--- src/rtl/cpu_pkg.sv ---
// Shared core types: load/store sequencer states, access-size byte enables
// and the alignment rule used when a memory access is launched.
package cpu_pkg;

    typedef enum logic [1:0] {
        LSU_IDLE,
        LSU_REQ,
        LSU_WAIT,
        LSU_DONE
    } t_lsu_state;

    localparam logic [3:0] BE_BYTE = 4'b0001;
    localparam logic [3:0] BE_HALF = 4'b0011;
    localparam logic [3:0] BE_WORD = 4'b1111;

    // Bytes are always legal, halves need an even address, words need 4-byte
    // alignment. Any other size encoding is rejected as misaligned.
    function automatic logic lsu_aligned(input logic [3:0] be, input logic [1:0] offset);
        case (be)
            BE_BYTE: return 1'b1;
            BE_HALF: return ~offset[0];
            BE_WORD: return offset == 2'b00;
            default: return 1'b0;
        endcase
    endfunction

endpackage

--- src/rtl/lsu_ctrl_load_align.sv ---
// Load-return alignment: moves the addressed lanes of a memory word down to
// bit 0, then zero- or sign-extends them according to the access size.
module lsu_load_align
    import cpu_pkg::*;
(
    input  logic [31:0] rdata,
    input  logic [1:0]  offset,
    input  logic [3:0]  be,
    input  logic        sign_ext,
    output logic [31:0] data
);

    logic [31:0] shifted;

    // NOTE: every signal written here gets a default first, so no path can
    // leave it unassigned and infer a latch.
    always_comb begin
        shifted = rdata >> {offset, 3'b000};
        data    = shifted;
        case (be)
            BE_BYTE: data = {{24{sign_ext & shifted[7]}}, shifted[7:0]};
            BE_HALF: data = {{16{sign_ext & shifted[15]}}, shifted[15:0]};
            default: data = shifted;
        endcase
    end

endmodule

--- src/rtl/lsu_ctrl.sv ---
// Load/store sequencer between the core and a req/gnt/rvalid data port.
// Build option: define LSU_TIMEOUT_EN to add the REQ/WAIT watchdog and timeout_err.
module lsu_ctrl
    import cpu_pkg::*;
#(
    parameter int ADDR_W         = 32,
    parameter int DATA_W         = 32,
    parameter int TIMEOUT_CYCLES = 64
) (
    input  logic              clk,
    input  logic              rst_n,
    input  logic              mem_rd_en,
    input  logic              mem_wr_en,
    input  logic [3:0]        mem_byt_en,
    input  logic              sign_ext,
    input  logic [ADDR_W-1:0] addr,
    input  logic [DATA_W-1:0] wdata,
    output logic              stall,
    output logic              done,
    output logic [DATA_W-1:0] load_data,
    output logic              misalign_err,
    output logic              dmem_req,
    output logic              dmem_we,
    output logic [ADDR_W-1:0] dmem_addr,
    output logic [3:0]        dmem_be,
    output logic [DATA_W-1:0] dmem_wdata,
    input  logic              dmem_gnt,
    input  logic              dmem_rvalid,
`ifdef LSU_TIMEOUT_EN
    output logic              timeout_err,
`endif
    input  logic [DATA_W-1:0] dmem_rdata
);

    if (DATA_W != 32 || TIMEOUT_CYCLES < 1) begin : g_param_check
        $error("lsu_ctrl: DATA_W must be 32 and TIMEOUT_CYCLES at least 1");
    end

    t_lsu_state  state;
    logic [1:0]  offset_q;
    logic [3:0]  size_q;
    logic        sext_q;
    logic        start;
    logic        legal;
    logic        launch;
    logic        tmo_hit;
    logic [31:0] aligned;

    assign start  = (state == LSU_IDLE) && (mem_rd_en || mem_wr_en) && (mem_byt_en != 4'b0000);
    assign legal  = lsu_aligned(mem_byt_en, addr[1:0]);
    assign launch = start && legal;

    // The launch cycle stalls combinationally so the PC never advances past
    // an access that is about to start.
    assign stall    = launch || (state == LSU_REQ) || (state == LSU_WAIT);
    assign done     = (state == LSU_DONE);
    assign dmem_req = (state == LSU_REQ);

    lsu_load_align u_load_align (
        .rdata    (dmem_rdata),
        .offset   (offset_q),
        .be       (size_q),
        .sign_ext (sext_q),
        .data     (aligned)
    );

`ifdef LSU_TIMEOUT_EN
    localparam int CNT_W = $clog2(TIMEOUT_CYCLES + 1);

    logic [CNT_W-1:0] tmo_cnt;
    logic             busy;

    assign busy    = (state == LSU_REQ) || (state == LSU_WAIT);
    // A completing handshake in the limit cycle takes priority over the watchdog.
    assign tmo_hit = busy && (tmo_cnt == CNT_W'(TIMEOUT_CYCLES - 1))
                     && !((state == LSU_REQ) && dmem_gnt)
                     && !((state == LSU_WAIT) && dmem_rvalid);

    always_ff @(posedge clk or negedge rst_n) begin
        if (!rst_n) begin
            tmo_cnt     <= '0;
            timeout_err <= 1'b0;
        end else begin
            timeout_err <= tmo_hit;
            tmo_cnt     <= busy ? tmo_cnt + 1'b1 : '0;
        end
    end
`else
    assign tmo_hit = 1'b0;
`endif

    // NOTE: state registers use non-blocking assignments so every flop
    // samples the pre-edge values regardless of statement order.
    always_ff @(posedge clk or negedge rst_n) begin
        if (!rst_n) begin
            state        <= LSU_IDLE;
            misalign_err <= 1'b0;
            dmem_we      <= 1'b0;
            dmem_addr    <= '0;
            dmem_be      <= '0;
            dmem_wdata   <= '0;
            load_data    <= '0;
            offset_q     <= '0;
            size_q       <= '0;
            sext_q       <= 1'b0;
        end else begin
            misalign_err <= start && !legal;
            case (state)
                LSU_IDLE: begin
                    if (launch) begin
                        dmem_addr  <= {addr[ADDR_W-1:2], 2'b00};
                        dmem_be    <= mem_byt_en << addr[1:0];
                        dmem_wdata <= wdata << {addr[1:0], 3'b000};
                        dmem_we    <= mem_wr_en;
                        offset_q   <= addr[1:0];
                        size_q     <= mem_byt_en;
                        sext_q     <= sign_ext;
                        state      <= LSU_REQ;
                    end
                end
                LSU_REQ: begin
                    if (dmem_gnt) begin
                        state <= dmem_we ? LSU_DONE : LSU_WAIT;
                    end else if (tmo_hit) begin
                        if (!dmem_we) load_data <= '0;
                        state <= LSU_DONE;
                    end
                end
                LSU_WAIT: begin
                    if (dmem_rvalid) begin
                        load_data <= aligned;
                        state     <= LSU_DONE;
                    end else if (tmo_hit) begin
                        load_data <= '0;
                        state     <= LSU_DONE;
                    end
                end
                default: state <= LSU_IDLE;
            endcase
        end
    end

endmodule

--- config.mk ---
export PLATFORM = sky130hd
export DESIGN_NAME = lsu_ctrl
export DESIGN_NICKNAME = d
export VERILOG_FILES = /design/src/rtl/cpu_pkg.sv /design/src/rtl/lsu_ctrl_load_align.sv /design/src/rtl/lsu_ctrl.sv
export SDC_FILE = /design/constraint.sdc
export NUM_CORES = 1
export LEC_CHECK = 0
export CAP_MARGIN = 40
export CORE_MARGIN = 2
export CORE_UTILIZATION = 40
export DETAILED_ROUTE_END_ITERATION = 8
export GPL_TIMING_DRIVEN = 0
export PLACE_DENSITY = 0.77
export SKIP_CTS_REPAIR_TIMING = 1
export SYNTH_ARGS = -nofsm -noshare
export SYNTH_HDL_FRONTEND = slang
export SYNTH_SLANG_ARGS = --single-unit
--- constraint.sdc ---
create_clock -name clk -period 1.95 [get_ports clk]
set_input_delay 0.195 -clock clk [delete_from_list [all_inputs] [get_ports clk]]
set_output_delay 0.195 -clock clk [all_outputs]
set_load 0.01 [all_outputs]
# == Word level (Yosys, flattened, before mapping) ==
# Cells that the tools add are included.
# W data, S select, Z words.
# totals
word_cells,48
register_bits,109
output_inout_bits,105
input_bits,107
# op_classes
eq_ne,11
n_bitwise,3
shifts,3
n_reduce_logical,14
muxes,7
# ops
cell,count
$pmux W32 S2,1
$shl A32 B5 Y32,1
$shr A32 B5 Y32,1
$eq A4 B1 Y1 const B,2
$eq A4 B2 Y1 const B,2
$mux W2,3
$pmux W2 S3,1
$eq A2 B2 Y1 const B,2
$eq A4 B4 Y1 const B,1
$logic_and A1 B1 Y1,4
$logic_not A2 Y1,2
$ne A2 B2 Y1 const B,2
$reduce_and A2 Y1,2
$reduce_bool A4 Y1,1
$shl A4 B2 Y4,1
$logic_or A1 B1 Y1,3
$pmux W1 S3,1
$reduce_and A3 Y1,1
$and A1 B1 Y1,2
$eq A2 B1 Y1 const B,1
$ne A2 B1 Y1 const B,1
$logic_not A1 Y1,1
$mux W1,1
$not A1 Y1,1

# == Logic depth before layout (Yosys ltp) ==
# Gate-level depths: netlist of run 1.
# logic_depth
ltp_word,6
ltp_mapped,8
depth_no_buf,6

# == Modules after synthesis ==
# Synthesis of run 1 repeated with hierarchy kept, for this count alone.
# unflattened
cells_unflattened,471
area_unflattened_um2,5746.8
# by_module_without_submodules
mod,cells_each,area_per_inst_um2,n_inst,seq_area_each_um2
lsu_ctrl,373,4875.9,1,2727.6
lsu_load_align,98,870.8,1,0.0

# == Worst setup path after synthesis of run 1 ==
# No wires, ideal clock.
# synth_path
kind,reg2reg
start,reg state[0]
end,reg dmem_addr[24]
n_path_buf,3
synth_period_minus_slack_ns,2.166
arrival_time_ns,2.041
setup_time_ns,0.125
setup_slack_ns,-0.216
t_required_ns,1.825
stages_incl_launch_ff,9
cell_sequence,dfrtp_1 > inv_1 > ha_1 > clkbuf_1 > o21ai_1 > nor2_1 > buf_2 > buf_2 > mux2_2
# synth_between
elab_chain_cells,5
# synth_lines
element,line_no,text
"start, declared",lsu_ctrl.sv:39,t_lsu_state state;
"start signal, assigned",lsu_ctrl.sv:123,state <= dmem_we ? LSU_DONE : LSU_WAIT;
$logic_not A2 Y1 (*),"lsu_ctrl.sv:49, lsu_ctrl.sv:108",
$logic_and A1 B1 Y1 (2 in series),lsu_ctrl.sv:49,assign start = (state == LSU_IDLE) && (mem_rd_en || mem_wr_en) && (mem_byt_en != 4'b0000);
$logic_and A1 B1 Y1,lsu_ctrl.sv:51,assign launch = start && legal;
$reduce_and A2 Y1 (no line) (*),n/a,
"end signal, assigned",lsu_ctrl.sv:111,"dmem_addr <= {addr[ADDR_W-1:2], 2'b00};"
"end, declared",lsu_ctrl.sv:24,"output logic [ADDR_W-1:0] dmem_addr,"
# Every way passes the cells marked *; elsewhere a longest branch is shown, timed or not.
# A chain may end at the register's enable or synchronous reset.

# == Worst setup path after layout of run 1 ==
# layout_path
start,reg state[1]
end,out stall
# layout_between
elab_chain_cells,6
word_cells_on_any_way,8
cone_classes,eq/ne: 2; reduce/logical: 6
# layout_lines
element,line_no,text
$logic_not A2 Y1,lsu_ctrl.sv:49,
$logic_and A1 B1 Y1 (2 in series),lsu_ctrl.sv:49,
$logic_and A1 B1 Y1,lsu_ctrl.sv:51,
$logic_or A1 B1 Y1,lsu_ctrl.sv:55,assign stall = launch || (state == LSU_REQ) || (state == LSU_WAIT);
$logic_or A1 B1 Y1 (*),lsu_ctrl.sv:55,
"end, declared",lsu_ctrl.sv:18,"output logic stall,"
# Marked as above.

==> results of run 1 <==
## logic make-up after synthesis
| group | synth area share [%] |
|---|---|
| adder cells (fa/ha/maj) | 1.16 |
| AO/OA/AOI/OAI | 14.7 |
| buffers and inverters | 3.46 |
| multiplexers | 19.9 |
| other | 0.0695 |
| AND/OR/NAND/NOR | 10.2 |
| flip-flops | 50.6 |
## path summary, 6_finish.rpt
path,endpoint,slack (ps)
setup / recovery,stall,-220
hold / removal,dmem_be[1],350
setup reg to reg,load_data[22],50
max in group asynchronous,dmem_addr[9],800
min in group asynchronous,state[0],440
hold reg to reg,size_q[0],480
## layout by cell type (no fill, tap or decap), types with 3 or more instances in the layout
cell,instances
nor2_1,36
buf_6,4
o41ai_1,9
clkbuf_16,9
clkbuf_2,3
clkdlybuf4s50_1,201
a211oi_1,10
nand2_1,52
clkbuf_1,16
clkinv_4,3
buf_1,4
buf_4,17
dfrtp_1,107
a21oi_1,30
buf_2,5
ha_1,4
o2bb2ai_1,8
mux2i_1,33
mux2_2,64
o21ai_0,34
a21oi_2,10
dlymetal6s2s_1,5
o31ai_1,8
nor2b_1,14
## metrics by stage
step	area, µm²	std cells	setup TNS (ps)	hold slack [ps]
2_1_floorplan	5420	495	0	-101
3_3_place_gp	7720	879	-405330	447
3_5_place_dp	7750	881	-42040	279
4_1_cts	8050	897	-21350	-100
5_1_grt	8260	909	-680	362
6_report	8260	909	-223	347
## area by class of cell
cell class	instances	area [µm²]
inverters	4	15.0
clock buffers	10	229
plain buffers	35	205
fillers	1095	4930
repair buffers	224	2230
multi-input cells	345	2550
clock inverters	6	72.6
flip-flops and latches	109	2730
well taps	176	220
## flip-flops by register name, summed over array words and instances (netlist names), 2 cells and up
signal,flops
dmem_addr,30
dmem_be,4
dmem_wdata,32
load_data,32
offset_q,2
size_q,4
state,2
## worst max-delay path: cells and delay by family, from the launching register on
family | cells | cell delay (ps)
DFF | 1 | 420
adders and majority gates | 1 | 160
and+or+nand+nor | 2 | 390
AOI/OAI and AO/OA | 1 | 90
buffers and inverters | 5 | 560
## routing by layer
metal	GRT usage (%)	up-vias	wire, µm
met5	0	-	0
met4	8.97	0	425
met3	6.23	36	1350
met2	37.1	229	8100
met1	29.5	2356	6780
li1	-	2226	-
## power by group through the flow
stage | clock network [mW] | logic [mW] | registers (mW)
global placement | 0 | 5.87 | 3.98
floorplan | 0 | 2.46 | 4.39
CTS | 1.91 | 6.02 | 4.01
global route | 1.98 | 6.70 | 4.18
finish | 1.87 | 6.21 | 4.04
detailed placement | 0 | 5.99 | 4.05
==> metrics.csv, run 1 <==
stage,metric,value,unit
status,status,"complete, but fails checks",
status,failing checks,setup timing,
yosys,"EDFF count, synth",0,
yosys,Synth top cells by count,"109 x dfrtp_1, 64 x mux2_2, 52 x nand2_1",
cts,total CTS buffers,9,
route,via count,4847,
setup_path,Critical Path RT,1750,ps
floorplanning,core region area,0.0132,mm²
min_path,worst hold start,mem_byt_en[0],
cts,clk slew on worst S/H paths,70,ps
route,routed wire length,16.7,mm
place,IO Port Bufs,208,
floorplanning,Rows,42,
finish,share of layout cells above drive strength 1,19.1,%
yosys,Synth area leaders,"dfrtp_1 51%, mux2_2 13%, mux2i_1 6.1%, nand2_1 3.6%, o21ai_0 3.2%",
cts,CTS tree,built,
setup_path,Crit Path Category,reg2out,
pwr,switching power total,4.33,mW
timing,Tmin final,2170,ps
cts,Clock Tree Buf Depth,2,
place,RePlAce Congestion,0.873,
cts,clock sink count,109,
yosys,Yosys top cell by area,dfrtp_1,
yosys,cells after synthesis,494,
yosys,post-synth top area share,50.6,%
timing,clock skew,7.61,ps
route,Detail Route Antenna Nets,0,
place,pre-CTS setup slack,-1090,ps
pwr,Sw Share,35.7,%
setup_path,Worst Setup End Kind,output port,
pwr,Cell Int Power,7.78,mW
setup_path,CP cell instances,inv_2 > ha_4 > buf_6 > o21ai_4 > nor2_4 > buf_8 > buf_12 > or3_4 > buf_6,
setup_path,max incr delay on CP,420,ps
setup_path,worst path arrival time,1980,ps
pwr,Reg power frac,33.3,%
place,hpwl dp,12.6,mm
floorplanning,Die Height,120,µm
floorplanning,Chip Width,120,µm
setup_path,crit-path most repeated cell,buf_6,
pwr,combinational share of power,51.2,%
yosys,Yosys cell types,42,
timing,RSZ-0062 raised after global routing,yes,
yosys,synthesized cell area,0.00539,mm²
pwr,PD cells,1470,mW/mm²
timing,max-slew violations,0,
yosys,Async SR Flop Fraction,100,%
floorplanning,Ports,212,
timing,slew margin rel.,53.9,%
yosys,most common flop cell mapped by yosys,dfrtp_1,
setup_path,crit-path max FO,6,
route,wire per inst,18.3,µm
timing,final setup fails,1,
pwr,total design power,12.1,mW
timing,final worst slack,-223,ps
setup_path,R2R cell count,7,
cts,"Clk Latency, worst-skew pair",350,ps
finish,final net count,840,
timing,Final period util,111,%
grt,vias in the first global route,4914,
grt,first-pass GRT wire length,25.9,mm
grt,initial antenna violation count,0,
setup_path,CP Launch Type,flip-flop,
yosys,Yosys reg bits,109,
timing,Final Hold Vio Count,0,
cts,htree depth,3,
finish,Antenna Cells,0,
route,DR vias/cell,5.33,
grt,largest net degree at the start of global routing,59,
pwr,share of total power in the clock network,15.4,%
setup_path,CP max-delay cell,dfrtp_2,
cts,clk root buf,clkbuf_16,
grt,GR Overflow Total,0,
route,Initial DRC Count,345,
route,First-pass DRT Iterations,7,
yosys,register area share after synthesis,50.6,%
flow_run,max cap viols,0,
timing,Slew @ Worst Pin,691,ps
grt,Overall Global Routing Usage,23.0,%
setup_path,CP startpoint,state[1],
finish,Area Growth Syn to Fin,53.1,%
pwr,VDD IR-drop max,0.710,mV
timing,Max Clk Rate,460,MHz
yosys,Ys Warns,0,
floorplanning,Die ar.,0.0144,mm²
yosys,syn avg cell area,10.9,µm²
yosys,"count leader, synth",dfrtp_1,
min_path,hold-critical path depth,3,
pwr,leak pwr,3.45,nW
route,number of remaining DRC errors,0,
floorplanning,Initial Util,40.9,%
setup_path,reg2reg start,state[0],
finish,Final Util,62.6,%
min_path,worst min path class,in2reg,
Note: power is estimated with default switching activity, not from simulation.
==> run 2: changes to the inputs <==
--- a/config.mk
+++ b/config.mk
@@ -6,7 +6,7 @@
 export NUM_CORES = 1
 export LEC_CHECK = 0
 export CAP_MARGIN = 40
-export CORE_MARGIN = 2
+export CORE_MARGIN = 10
 export CORE_UTILIZATION = 40
 export DETAILED_ROUTE_END_ITERATION = 8
 export GPL_TIMING_DRIVEN = 0
==> run 2 against run 1 <==
Utilization fell by 0.069 points. The flow still finishes with violations (setup timing). Largest power group unchanged. Highest routed layer is now met5. Clock power barely moved. Critical endpoint unchanged. Clock-buffer cell count rose by 1. Design area rose by 0.29%.
==> metrics.csv, run 2 (same netlist as run 1, synthesis figures left out) <==
stage,metric,value,unit
status,status,"complete, but fails checks",
timing,Max Clk Rate,465,MHz
grt,met2 Use GR,30.9,%
setup_path,crit-path most repeated cell,buf_6,
timing,Slew @ Worst Pin,690,ps
finish,largest registers,"dmem_wdata (32), load_data (32), dmem_addr (30)",
grt,met1 Use GR,24.4,%
floorplanning,core region area,0.0132,mm²
timing,RSZ-0062 raised after global routing,yes,
setup_path,critical path depth,9,
setup_path,Crit path max-delay family,buffers and inverters,
route,First-pass DRT Iterations,6,
finish,"leading cell type in the layout, fill and taps excluded",clkdlybuf4s50_1,
place,IO Port Bufs,208,
finish,Area Growth Syn to Fin,53.6,%
setup_path,R2R cell count,6,
min_path,hold-critical path depth,3,
setup_path,CP Launch Type,flip-flop,
floorplanning,Chip Width,136,µm
finish,share of layout cells above drive strength 1,19.5,%
route,routed wire length,18.6,mm
timing,max-slew violations,0,
place,hpwl dp,14.4,mm
setup_path,Critical Path RT,1750,ps
route,Initial DRC Count,313,
cts,"Clk Latency, worst-skew pair",350,ps
timing,Final period util,110,%
pwr,leak pwr,3.47,nW
setup_path,Crit Path Category,reg2out,
place,pre-CTS setup slack,-1210,ps
finish,final net count,845,
cts,clk root buf,clkbuf_16,
timing,final worst slack,-201,ps
timing,final setup fails,2,
grt,GRT met3 Usage,7.12,%
grt,GR Overflow Total,0,
setup_path,worst path arrival time,1960,ps
place,"Cell Area, Placed",0.00775,mm²
timing,slew margin rel.,54.0,%
setup_path,Worst Setup End Kind,output port,
setup_path,max incr delay on CP,400,ps
route,DR vias/cell,5.30,
grt,gr busiest metal,met2,
setup_path,crit-path max FO,6,
route,wire per inst,20.3,µm
timing,worst hold slack,333,ps
status,failing checks,setup timing,
grt,vias in the first global route,5022,
grt,Overall Global Routing Usage,19.5,%
min_path,worst min path class,in2reg,
place,RePlAce Congestion,0.876,
route,Detail Route Antenna Nets,0,
floorplanning,Die Height,136,µm
timing,Final Hold Vio Count,0,
setup_path,CP cell instances,inv_2 > ha_4 > buf_6 > o21ai_4 > nor2_4 > buf_8 > buf_12 > or3_4 > buf_6,
cts,CTS tree,built,
setup_path,CP startpoint,state[0],
timing,clock skew,8.64,ps
cts,clock sink count,109,
pwr,VDD IR-drop max,0.759,mV
pwr,PD cells,1480,mW/mm²
grt,largest net degree at the start of global routing,61,
finish,most frequent cells in the layout,"201 x clkdlybuf4s50_1, 106 x dfrtp_1, 64 x mux2_2",
floorplanning,Ports,212,
floorplanning,Rows,42,
setup_path,CP max-delay cell,dfrtp_2,
cts,clk slew on worst S/H paths,70,ps
cts,total CTS buffers,9,
finish,"Design Area, Final",0.00828,mm²
floorplanning,Initial Util,40.7,%
setup_path,reg2reg start,state[0],
route,via count,4848,
route,number of remaining DRC errors,0,
flow_run,max cap viols,0,
grt,initial antenna violation count,2,
min_path,worst hold start,mem_byt_en[1],
grt,first-pass GRT wire length,28.3,mm
setup_path,CP Buf/Inv Count,5,
cts,htree depth,3,
timing,Tmin final,2150,ps
cts,Clock Tree Buf Depth,2,
floorplanning,Die ar.,0.0185,mm²
-- run 2: worst reg2reg max path, delay by kind of cell (launching register included) --
kind | cells | cell delay [ps]
adder cells (fa/ha/maj) | 1 | 240
flip-flops | 1 | 430
buffers and inverters | 1 | 160
AO/OA/AOI/OAI | 1 | 170
AND/OR/NAND/NOR | 3 | 930
-- run 2: layout make-up --
type | count | area [µm²]
antenna | 1 | 2.50
buffer | 34 | 195
clock buffer | 11 | 233
clock inverter | 5 | 58.8
fill | 1068 | 4960
inverter | 4 | 15.0
multi-input combinational | 345 | 2550
sequential | 109 | 2730
tap | 176 | 220
timing repair buffer | 230 | 2280
-- run 2: where the power goes --
group	switching [mW]	total, mW	internal, mW
clock	0.845	1.85	1.00
combinational	2.91	6.37	3.47
sequential	0.667	4.02	3.35
-- run 2: routing by layer --
layer | vias up | wire length [µm]
met5 | - | 13
met2 | 204 | 8910
met4 | 2 | 248
li1 | 2245 | -
met1 | 2380 | 7840
met3 | 17 | 1580
-- run 2: per-stage QoR --
| step | std cells | utilization [%] | TNS [ps] | total power, mW |
|---|---|---|---|---|
| 2_1_floorplan | 495 | - | 0 | 6.85 |
| 3_3_place_gp | 879 | 58.3 | -416080 | 9.96 |
| 3_5_place_dp | 881 | 58.5 | -43230 | 10.2 |
| 4_1_cts | 897 | 60.7 | -24500 | 12.0 |
| 5_1_grt | 914 | 62.5 | -1310 | 13.0 |
| 6_report | 915 | 62.6 | -262 | 12.2 |
-- run 2: final timing paths --
path                            endpoint  slack, ps
min reg2reg                    size_q[0]        460
min                         misalign_err        330
max reg2reg                     state[0]        -60
min in group asynchronous       state[0]        430
max in group asynchronous  dmem_addr[10]        800
max                                stall       -200
==> run 3: changes to the inputs <==
--- a/config.mk
+++ b/config.mk
@@ -8,10 +8,12 @@
 export CAP_MARGIN = 40
 export CORE_MARGIN = 10
 export CORE_UTILIZATION = 40
+export CTS_CLUSTER_SIZE = 12
 export DETAILED_ROUTE_END_ITERATION = 8
 export GPL_TIMING_DRIVEN = 0
 export PLACE_DENSITY = 0.77
 export SKIP_CTS_REPAIR_TIMING = 1
+export SLEW_MARGIN = 15
 export SYNTH_ARGS = -nofsm -noshare
 export SYNTH_HDL_FRONTEND = slang
 export SYNTH_SLANG_ARGS = --single-unit
==> run 3 against run 2 <==
The flow still finishes with violations (setup timing). Total power fell by 0.79%. Sequential cell count stayed put. Combinational power about the same. Via count up 0.19%. Sequential power about the same. Final cell count up 0.11%. Sequential share of layout area barely moved. Die area stayed put. Critical path depth shrank 1. Global-route usage decreased by 0.14 points. First-iteration DRC count is 27% lower. Design area barely moved. Critical endpoint unchanged. Largest power group unchanged.
==> metrics.csv, run 3 (same netlist as run 1, synthesis figures left out) <==
stage,metric,value,unit
min_path,worst min path class,in2async,
grt,Overall Global Routing Usage,19.3,%
setup_path,reg2reg start,state[0],
route,wire per inst,20.3,µm
pwr,PD cells,1470,mW/mm²
finish,fillcell total,1072,
route,First-pass DRT Iterations,4,
setup_path,reg2reg setup slack,-20,ps
floorplanning,Ports,212,
route,number of remaining DRC errors,0,
cts,clock sink count,109,
cts,"Clk Latency, worst-skew pair",350,ps
timing,final worst slack,-240,ps
setup_path,worst path arrival time,1990,ps
cts,total CTS buffers,9,
floorplanning,Die Height,136,µm
finish,"leading cell type in the layout, fill and taps excluded",clkdlybuf4s50_1,
timing,clock skew,7.77,ps
place,IO Port Bufs,208,
timing,RSZ-0062 raised after global routing,yes,
floorplanning,Initial Util,40.7,%
timing,final setup fails,2,
cts,Clock Tree Buf Depth,2,
timing,max-slew violations,0,
finish,largest registers,"dmem_wdata (32), load_data (32), dmem_addr (30)",
timing,Slew @ Worst Pin,680,ps
floorplanning,Die ar.,0.0185,mm²
setup_path,Worst Setup End Kind,output port,
grt,largest net degree at the start of global routing,61,
cts,htree depth,3,
route,routed wire length,18.6,mm
timing,slew margin rel.,54.5,%
place,pre-CTS setup slack,-1210,ps
finish,Area Growth Syn to Fin,53.7,%
setup_path,reg2reg end,state[0],
floorplanning,core region area,0.0132,mm²
grt,GR Overflow Total,0,
timing,Final Hold Vio Count,0,
setup_path,R2R cell count,6,
route,DR vias/cell,5.30,
grt,first-pass GRT wire length,28.2,mm
route,Initial DRC Count,229,
flow_run,max cap viols,0,
grt,initial antenna violation count,1,
finish,final net count,846,
floorplanning,Chip Width,136,µm
finish,share of layout cells above drive strength 1,20.0,%
route,Detail Route Antenna Nets,0,
cts,CTS tree,built,
status,status,"complete, but fails checks",
cts,clk slew on worst S/H paths,70,ps
pwr,leak pwr,3.47,nW
setup_path,CP Launch Type,input pin,
timing,Tmin final,2190,ps
floorplanning,Rows,42,
timing,Max Clk Rate,457,MHz
cts,clk root buf,clkbuf_16,
pwr,VDD IR-drop max,0.752,mV
status,failing checks,setup timing,
route,via count,4857,
timing,setup TNS,-256,ps
place,hpwl dp,14.4,mm
grt,vias in the first global route,5022,
place,RePlAce Congestion,0.876,
finish,most frequent cells in the layout,"202 x clkdlybuf4s50_1, 107 x dfrtp_1, 64 x mux2_2",
setup_path,crit-path max FO,5,
timing,Final period util,112,%
setup_path,Crit Path Category,in2out,
setup_path,Critical Path RT,1750,ps
finish,Final Util,62.6,%
==> run 3: cell types whose count changed in the layout (fill, tap and decap cells not counted), moves of 2 or more <==
cell,delta
clkbuf_1,-2
clkbuf_2,+2
clkinv_2,+2
clkinv_4,+2
==> run 3: where the power goes <==
| group | switching, mW | internal (mW) | leakage (nW) |
|---|---|---|---|
| logic | 2.90 | 3.46 | 2.00 |
| registers | 0.673 | 3.35 | 1.33 |
| clock network | 0.879 | 0.875 | 0.137 |
==> run 3: worst max path at each step <==
stage                             start            end  slack (ps)  depth (start not counted)
after floorplan                state[0]          stall          10                          8
final                     mem_byt_en[0]          stall        -240                          8
after global placement            rst_n  dmem_addr[21]       -3480                          1
after detailed placement        addr[1]          stall       -1210                          8
after global routing      mem_byt_en[0]          stall        -290                          8
after CTS                      state[0]          stall       -1250                          9
==> run 3: routing by layer <==
layer,vias to the layer above,share of wire [%],global-route usage [%]
met1,2393,43,24.3
met2,198,48,30.8
met3,21,7.6,6.01
li1,2243,-,-
met4,2,1.6,6.69
met5,-,0.038,0
==> run 3: worst max-delay path, stage by stage <==
cell and delay [ps]:
clkdlybuf4s50_1 500, nor2b_1 210, a211oi_4 290, nor2_4 80, buf_8 130, buf_12 120, or3_4 320, buf_6 130
==> run 3: through the flow <==
step / total power, mW / hold WS (ps) / area (µm²) / cells
floorplan: 6.85 / -101 / 5420 / 495
global placement: 9.96 / 447 / 7720 / 879
detailed placement: 10.2 / 177 / 7750 / 881
CTS: 11.9 / -199 / 8030 / 897
global route: 12.9 / 361 / 8290 / 915
finish: 12.1 / 353 / 8290 / 916
==> run 3: cell type report <==
| type | count | area, µm² | share of cell area [%] |
|---|---|---|---|
| clock buffer | 9 | 225 | 2.72 |
| tap | 176 | 220 | 2.66 |
| clock inverter | 7 | 51.3 | 0.619 |
| inverter | 4 | 15.0 | 0.181 |
| sequential | 109 | 2730 | 32.9 |
| multi-input combinational | 345 | 2560 | 30.9 |
| buffer | 36 | 209 | 2.52 |
| antenna | 1 | 2.50 | 0.0302 |
| timing repair buffer | 229 | 2270 | 27.4 |
